--- config.mk ---
export PLATFORM = sky130hd
export DESIGN_NAME = instr_encoder_loader
export DESIGN_NICKNAME = d
export VERILOG_FILES = /design/src/rtl/instr_encoder_loader.sv
export SDC_FILE = /design/constraint.sdc
export NUM_CORES = 1
export LEC_CHECK = 0
export ABC_AREA = 1
export BUFFER_PORTS_ARGS = -buffer_cell sky130_fd_sc_hd__buf_2
export CAP_MARGIN = 20
export CORE_MARGIN = 2
export CORE_UTILIZATION = 45
export DETAILED_ROUTE_END_ITERATION = 10
export PLACE_DENSITY = 0.72
export REMOVE_ABC_BUFFERS = 1
export SYNTH_ARGS = -nofsm -noshare
export SYNTH_HDL_FRONTEND = slang
export SYNTH_SLANG_ARGS = --single-unit
--- constraint.sdc ---
create_clock -name clk -period 2.8 [get_ports clk]
set_input_delay 0.14 -clock clk [delete_from_list [all_inputs] [get_ports clk]]
set_output_delay 0.14 -clock clk [all_outputs]
set_load 0.01 [all_outputs]
--- src/rtl/instr_encoder_loader.sv ---
// Program loader: encodes symbolic commands into MIPS words
// and streams them to instruction memory at sequential addresses.
module instr_encoder_loader #(
  parameter int ADDR_W = 8,
  parameter int DEPTH  = 256
) (
  input  logic              clk,
  input  logic              rst_n,
  input  logic              start,
  input  logic              finish,
  input  logic              in_valid,
  output logic              in_ready,
  input  logic [3:0]        cmd,
  input  logic [4:0]        rs,
  input  logic [4:0]        rt,
  input  logic [4:0]        rd,
  input  logic [15:0]       imm,
  input  logic [ADDR_W-1:0] target,
  output logic              wr_valid,
  input  logic              wr_ready,
  output logic [ADDR_W-1:0] wr_addr,
  output logic [31:0]       wr_data,
  output logic              busy,
  output logic              done,
  output logic [ADDR_W:0]   count,
  output logic              err_illegal,
  output logic              err_range,
  output logic              err_full
);

  typedef enum logic [1:0] {
    S_IDLE,
    S_LOAD,
    S_DONE
  } state_e;

  state_e            state_q, state_d;
  logic              pend_q, pend_d;
  logic              wr_valid_q, wr_valid_d;
  logic [ADDR_W-1:0] wr_addr_q, wr_addr_d;
  logic [31:0]       wr_data_q, wr_data_d;
  logic [ADDR_W:0]   count_q, count_d;
  logic              ill_q, ill_d;
  logic              rng_q, rng_d;
  logic              full_q, full_d;

  logic [ADDR_W:0]   acc;
  logic [31:0]       tgt32, acc32, off32;
  logic              tgt_oob, off_oob;
  logic              is_ill, bad_rng, is_full;
  logic              accept, wdone;
  logic [31:0]       enc;

  // Address the next accepted word will occupy: written words
  // plus the one still held on the write port.
  assign acc   = count_q + {{ADDR_W{1'b0}}, wr_valid_q};
  assign tgt32 = 32'(target);
  assign acc32 = 32'(acc);
  assign off32 = tgt32 - acc32 - 32'd1;

  assign tgt_oob = tgt32 >= 32'(DEPTH);
  assign off_oob = ($signed(off32) > 32'sd32767) ||
                   ($signed(off32) < -32'sd32768);
  assign is_full = acc32 >= 32'(DEPTH);

  assign in_ready = (state_q == S_LOAD) & ~pend_q &
                    (~wr_valid_q | wr_ready);
  assign accept   = in_valid & in_ready;
  assign wdone    = wr_valid_q & wr_ready;

  // Command encoder and drop classification.
  always_comb begin
    enc     = '0;
    is_ill  = 1'b0;
    bad_rng = 1'b0;
    unique case (cmd)
      4'd0:  enc = {6'b0, rs, rt, rd, 5'd0, 6'b100000};
      4'd1:  enc = {6'b0, rs, rt, rd, 5'd0, 6'b100010};
      4'd2:  enc = {6'b0, rs, rt, rd, 5'd0, 6'b100100};
      4'd3:  enc = {6'b0, rs, rt, rd, 5'd0, 6'b100101};
      4'd4:  enc = {6'b0, rs, rt, rd, 5'd0, 6'b101010};
      4'd5:  enc = {6'b0, 5'd0, rt, rd, imm[4:0], 6'b000000};
      4'd6:  enc = {6'b100011, rs, rt, imm};
      4'd7:  enc = {6'b101011, rs, rt, imm};
      4'd8: begin
        enc     = {6'b000100, rs, rt, off32[15:0]};
        bad_rng = tgt_oob | off_oob;
      end
      4'd9:  enc = {6'b001000, rs, rt, imm};
      4'd10: begin
        enc     = {6'b000010, tgt32[25:0]};
        bad_rng = tgt_oob;
      end
      default: is_ill = 1'b1;
    endcase
  end

  // Session control, write-port holding and sticky error flags.
  always_comb begin
    state_d    = state_q;
    pend_d     = pend_q;
    wr_valid_d = wr_valid_q;
    wr_addr_d  = wr_addr_q;
    wr_data_d  = wr_data_q;
    count_d    = count_q;
    ill_d      = ill_q;
    rng_d      = rng_q;
    full_d     = full_q;
    if (wdone) begin
      wr_valid_d = 1'b0;
      count_d    = count_q + 1'b1;
    end
    unique case (state_q)
      S_LOAD: begin
        if (finish) pend_d = 1'b1;
        if (accept) begin
          if (is_ill | bad_rng | is_full) begin
            ill_d  = ill_q | is_ill;
            rng_d  = rng_q | bad_rng;
            full_d = full_q | is_full;
          end else begin
            wr_valid_d = 1'b1;
            wr_addr_d  = acc[ADDR_W-1:0];
            wr_data_d  = enc;
          end
        end else if (pend_q & ~wr_valid_q) begin
          state_d = S_DONE;
        end
      end
      default: begin
        if (start) begin
          state_d = S_LOAD;
          pend_d  = 1'b0;
          count_d = '0;
          ill_d   = 1'b0;
          rng_d   = 1'b0;
          full_d  = 1'b0;
        end
      end
    endcase
  end

  // State registers with asynchronous clear.
  always_ff @(posedge clk or negedge rst_n) begin
    if (!rst_n) begin
      state_q    <= S_IDLE;
      pend_q     <= 1'b0;
      wr_valid_q <= 1'b0;
      wr_addr_q  <= '0;
      wr_data_q  <= '0;
      count_q    <= '0;
      ill_q      <= 1'b0;
      rng_q      <= 1'b0;
      full_q     <= 1'b0;
    end else begin
      state_q    <= state_d;
      pend_q     <= pend_d;
      wr_valid_q <= wr_valid_d;
      wr_addr_q  <= wr_addr_d;
      wr_data_q  <= wr_data_d;
      count_q    <= count_d;
      ill_q      <= ill_d;
      rng_q      <= rng_d;
      full_q     <= full_d;
    end
  end

  assign wr_valid    = wr_valid_q;
  assign wr_addr     = wr_addr_q;
  assign wr_data     = wr_data_q;
  assign count       = count_q;
  assign busy        = state_q == S_LOAD;
  assign done        = state_q == S_DONE;
  assign err_illegal = ill_q;
  assign err_range   = rng_q;
  assign err_full    = full_q;

endmodule

# After elaboration in Yosys (flattened, before gate mapping)
# Cells that the tools add are included.
[totals]
regBits = 56
out_inout_bits = 56
inputBits = 49
[classes]
n_eq_ne = 17
order_cmp = 4
reduce_logical = 8
n_bitwise = 15
add_sub_neg = 4
muxes = 26
[ops]
columns = ["op", "count"]
rows = [
  ["32-bit one-hot mux with 11 select lines", 1],
  ["9-bit two-way mux", 3],
  ["1-bit two-way mux", 17],
  ["4-bit by 3-bit == test with 1-bit output (second input constant)", 4],
  ["11-bit by 16-bit greater-than comparator with 1-bit output (second input constant)", 1],
  ["11-bit by 16-bit less-than comparator with 1-bit output (second input constant)", 1],
  ["4-bit == test (second input constant)", 3],
  ["11-bit OR reduction", 1],
  ["10-bit by 2-bit subtractor with 11-bit output (second input constant)", 1],
  ["8-bit by 9-bit subtractor with 10-bit output", 1],
  ["9-bit by 1-bit adder with 9-bit output", 1],
  ["9-bit by 1-bit adder with 9-bit output (second input constant)", 1],
  ["8-bit by 9-bit >= comparator with 1-bit output (second input constant)", 1],
  ["9-bit >= comparator (second input constant)", 1],
  ["3-bit AND reduction", 3],
  ["4-bit by 2-bit == test with 1-bit output (second input constant)", 2],
  ["2-bit two-way mux", 4],
  ["1-bit bitwise OR", 7],
  ["2-bit by 1-bit inequality test with 1-bit output (second input constant)", 3],
  ["1-bit bitwise AND", 5],
  ["4-bit by 1-bit == test with 1-bit output (second input constant)", 1],
  ["4-bit zero test", 1],
  ["2-bit inequality test (second input constant)", 2],
  ["1-bit inverter", 3],
  ["6 further kinds", 6],
]

# Longest topological paths before layout
[depth]
word_depth = 12
mapped_depth = 21

# Least setup slack after synthesis
# Ideal clock, no wire load.
[synth_timing]
kind = "flip-flop to flip-flop"
startpoint = "register wr_valid_q (netlist: wr_valid)"
endpoint = "register wr_data_q[7] (netlist: wr_data[7])"
path_stages_with_launch = 21
required_ns = 2.723
setup_time_ns = 0.077
period_less_slack_ns = 2.565
slack_ns = 0.235
arrival_time_ns = 2.488
path_buffers = 0
cell_sequence = "dfrtp_1 > ha_1 > ha_1 > inv_1 > nand2_1 > and2_1 > ha_1 > inv_1 > nand2_1 > nand3_2 > nand2_1 > nand2_1 > nand2_1 > nand3_2 > nand2_1 > nand2_1 > nand2_1 > nor2_2 > xor2_1 > nand2_1 > a21oi_1"
[synth_between]
elab_chain_len = 11
[synth_rtl]
columns = ["item", "line", "rtl"]
rows = [
  ["start, declared", "39", "logic wr_valid_q, wr_valid_d;"],
  ["start signal, assigned", "158", "wr_valid_q <= wr_valid_d;"],
  ["9-bit by 1-bit adder with 9-bit output (*)", "56", "assign acc = count_q + {{ADDR_W{1'b0}}, wr_valid_q};"],
  ["net acc[1]", "47", "logic [ADDR_W:0] acc;"],
  ["8-bit by 9-bit subtractor with 10-bit output", "59", "assign off32 = tgt32 - acc32 - 32'd1;"],
  ["10-bit by 2-bit subtractor with 11-bit output", "59", ""],
  ["11-bit by 16-bit greater-than comparator with 1-bit output / 11-bit by 16-bit less-than comparator with 1-bit output (equally long branches)", "62, 63", ""],
  ["1-bit logical OR", "62", "assign off_oob = ($signed(off32) > 32'sd32767) ||"],
  ["1-bit bitwise OR", "87", "bad_rng = tgt_oob | off_oob;"],
  ["1-bit one-hot mux with 2 select lines", "76", "unique case (cmd)"],
  ["1-bit bitwise OR (2 in a row)", "117", "if (is_ill | bad_rng | is_full) begin"],
  ["1-bit inverter (no source line)", "--", ""],
  ["3-bit AND reduction (no source line)", "--", ""],
  ["end signal, assigned", "160", "wr_data_q <= wr_data_d;"],
  ["end, declared", "41", "logic [31:0] wr_data_q, wr_data_d;"],
]
# Mark *: on every way through the listed nets, which the timed path passes. The rest lies on a longest branch.
# A chain may end at the register's enable or synchronous reset.

# Final worst setup path
[layout_timing]
startpoint = "register count_q[0] (netlist: count[0])"
endpoint = "register wr_data_q[12] (netlist: wr_data[12])"
[layout_between]
elab_chain_len = 11
[layout_rtl]
columns = ["item", "line", "rtl"]
rows = [
  ["start, declared", "42", "logic [ADDR_W:0] count_q, count_d;"],
  ["start signal, assigned", "161", "count_q <= count_d;"],
  ["9-bit by 1-bit adder with 9-bit output (*)", "56", ""],
  ["net acc[1]", "47", ""],
  ["8-bit by 9-bit subtractor with 10-bit output", "59", ""],
  ["10-bit by 2-bit subtractor with 11-bit output", "59", ""],
  ["11-bit by 16-bit greater-than comparator with 1-bit output / 11-bit by 16-bit less-than comparator with 1-bit output (equally long branches)", "62, 63", ""],
  ["1-bit logical OR", "62", ""],
  ["1-bit bitwise OR", "87", ""],
  ["1-bit one-hot mux with 2 select lines", "76", ""],
  ["1-bit bitwise OR (2 in a row)", "117", ""],
  ["1-bit inverter (no source line)", "--", ""],
  ["3-bit AND reduction (no source line)", "--", ""],
]
# Marks and branches as above.

==> results.sh <==
export IMPL_first_iter_violations=125
export IMPL_finalWirelength_mm=8.97
export IMPL_fin_ws_ns=0.162
export IMPL_whs_endpoint="wr_valid$_DFF_PN0_"
export IMPL_nNetsFinal=638
export IMPL_row_count=32
export IMPL_n_fill_cell=759
export IMPL_clkTransAtPathRegs_ns=0.09
export IMPL_die_x_um=92.2
export IMPL_hp_start="wr_ready"
export IMPL_ant_nets=0
export IMPL_clock_latency_ns=0.31
export IMPL_worst_pin_slew_ns=0.745
export IMPL_synth_area_leaders="dfrtp_1 39%, nand2_1 11%, nor2_1 6.4%"
export IMPL_synth_area_leader_cell="dfrtp_1"
export IMPL_h_tree_depth=2
export IMPL_period_minus_slack_ns=2.64
export IMPL_synth_area_sq_um=3500
export IMPL_power_uw=3170
export IMPL_cp_common_cell="nand2_2"
export IMPL_maxCapViolations=0
export IMPL_netlist_area_leader_share=0.386
export IMPL_yosys_warnings=0
export IMPL_synth_cell_types=37
export IMPL_r2r_start="count[0]$_DFF_PN0_"
export IMPL_dp_hpwl_mm=7.04
export IMPL_cts_tree="built"
export IMPL_maxSlewViolCount=0
export IMPL_drcViolationCount=0
export IMPL_relSlewSlack=0.501
export IMPL_clock_sinks=54
export IMPL_path_max_fanout=6
export IMPL_max_stage_delay_ns=0.42
export IMPL_hold_violations=0
export IMPL_clock_skew_ns=0.00638
export IMPL_crit_arrival_ns=2.88
export IMPL_r2r_end="wr_data[12]$_DFFE_PN0P_"
export IMPL_min_path_type="in2reg"
export IMPL_grt_pass1_vias=3216
export IMPL_io_pins=105
export IMPL_cp_num_buf_inv=2
export IMPL_cp_start_kind="register"
export IMPL_multi_input_area_sq_um=1940
export IMPL_crit_family="simple AND/OR/NAND/NOR gates"
export IMPL_setup_violations=0
export IMPL_seq_area_sq_um=1350
export IMPL_cp_cell_sequence="ha_4 -> ha_4 -> inv_2 -> nand2_2 -> and2_1 -> ha_1 -> inv_1 -> nand2_1 -> nand3_2 -> nand2_2 -> nand2_2 -> nand2_4 -> nand2_1 -> nand2_2 -> nand2_2 -> nor2_4 -> nand4_2 -> nand2_2 -> nand2_4 -> a21oi_2"
export IMPL_routedWlPerCell_um=13.1
export IMPL_critPathKind="reg2reg"
export IMPL_dieArea_sq_um=8500
export IMPL_layout_common_cells="103 x buf_2, 93 x nand2_1, 58 x nor2_1"
export IMPL_grt_max_degree=33
export IMPL_endpoint_kind="register"
export IMPL_status="completed"
export IMPL_fin_crit_sh=0.942
export IMPL_grt_overflow=0
export IMPL_peakVddDrop_uv=456
export IMPL_die_h_um=92.2
export IMPL_portBuffers=103
export IMPL_critPathRequiredTime_ns=3.04
export IMPL_grt_pass1_wl_mm=14.5
export IMPL_track_usage=0.210
export IMPL_fmax_ghz=0.379
export IMPL_synthCells=472
export IMPL_start_util=0.458
export IMPL_areaGrowthSynthToFinish_pct=24.3
export IMPL_via_per_inst=5.04
export IMPL_pre_cts_ws_ns=0.0361
export IMPL_crit_slowest_cell="dfrtp_1"
export IMPL_diodes=0
export IMPL_max_clock_path_buffers=2
export IMPL_ys_ff_latch=54
export IMPL_gp_congestion=0.833
export IMPL_cts_made_buffers=5
export IMPL_cts_root_buf="clkbuf_8"
export IMPL_antenna_found_initial=0
export IMPL_dr_pass1_iters=5
export IMPL_r2r_cells=20
export IMPL_layout_commonest_cell="buf_2"
export IMPL_seq_area_frac_synth=0.386
export IMPL_drive_gt1_frac=0.350
export IMPL_p_per_area_nw_per_um2=727
export IMPL_reg2reg_slack_ns=0.16
export IMPL_core_area_sq_um=7650
export IMPL_via_count=3455
export IMPL_hold_depth=2
export IMPL_synth_avg_cell_area_sq_um=7.42
export IMPL_leakage_uw=0.00225
[how the worst max path moves through the flow]
stage,depth (start not counted),from,end
after floorplan,12,count[0]$_DFF_PN0_,wr_data[5]$_DFFE_PN0P_
after global placement,20,wr_valid$_DFF_PN0_,wr_data[11]$_DFFE_PN0P_
after detailed placement,20,wr_valid$_DFF_PN0_,wr_data[14]$_DFFE_PN0P_
after CTS,20,wr_valid$_DFF_PN0_,wr_data[14]$_DFFE_PN0P_
after global routing,20,count[0]$_DFF_PN0_,wr_data[10]$_DFFE_PN0P_
final,20,count[0]$_DFF_PN0_,wr_data[12]$_DFFE_PN0P_
[per-layer routing]
metal / wire length [um] / up-vias / GRT usage
met5: 0 / - / 0
met4: 72 / 0 / 0.0410
met3: 567 / 8 / 0.0329
met2: 4090 / 121 / 0.346
met1: 4240 / 1555 / 0.294
li1: - / 1771 / -
[stage by stage]
step / util / hold WS (ns) / cell area (sq um) / std cells / setup TNS [ns]
after floorplan: - / -0.156 / 3420 / 458 / 0
after global placement: 0.541 / 0.129 / 4140 / 673 / 0
after detailed placement: 0.541 / 0.132 / 4140 / 673 / 0
after CTS: 0.555 / 0.0378 / 4240 / 682 / 0
after global routing: 0.569 / 0.0547 / 4350 / 685 / -0.0539
final: 0.569 / 0.0422 / 4350 / 685 / 0
[logic make-up after synthesis]
logic type | Yosys count | share of synthesized area
AO/OA/AOI/OAI | 90 | 0.151
XOR/XNOR | 4 | 0.0100
adder cells (fa/ha/maj) | 7 | 0.0250
buffers and inverters | 73 | 0.0865
flip-flops | 54 | 0.386
other | 1 | 0.00107
AND/OR/NAND/NOR | 243 | 0.340
[registers in the layout, indices dropped and copies added (netlist names)]
signal       flops
count            9
err_full         1
err_illegal      1
err_range        1
pend_q           1
state_q          2
wr_addr          8
wr_data         30
wr_valid         1
[cell usage after synthesis, drive strengths merged]
master	number
xnor2	1
buf	9
nand3	42
clkbuf	5
ha	7
o21ai	34
a21oi	29
a211oi	1
o22ai	2
o2bb2ai	1
nand2	127
dfrtp	54
inv	58
nor3	2
nor2	66
conb	1
nand4	5
and2	1
a221oi	9
o21bai	2
clkinv	1
a31oi	9
xor2	3
a2111oi	3
[what timing repair did]
action,CTS,global route
resized for setup,0,22
endpoints found under the hold margin,22,0
buffers inserted,0,3
hold buffers,1,0
endpoints found under the setup margin,0,10
[where the power goes]
group / total (uW) / leakage (uW) / switching [uW] / internal (uW)
logic: 1480 / 0.00152 / 870 / 606
clock network: 448 / 0.0000482 / 248 / 200
registers: 1240 / 0.000682 / 171 / 1070
[cell type report]
type / instances / area share
clock buffer: 7 / 0.0198
clock inverter: 1 / 0.00115
inverter: 59 / 0.0512
multi-input combinational: 345 / 0.445
sequential: 54 / 0.311
tap: 102 / 0.0293
timing repair buffer: 117 / 0.143
Power figures use the tool's default switching activity.
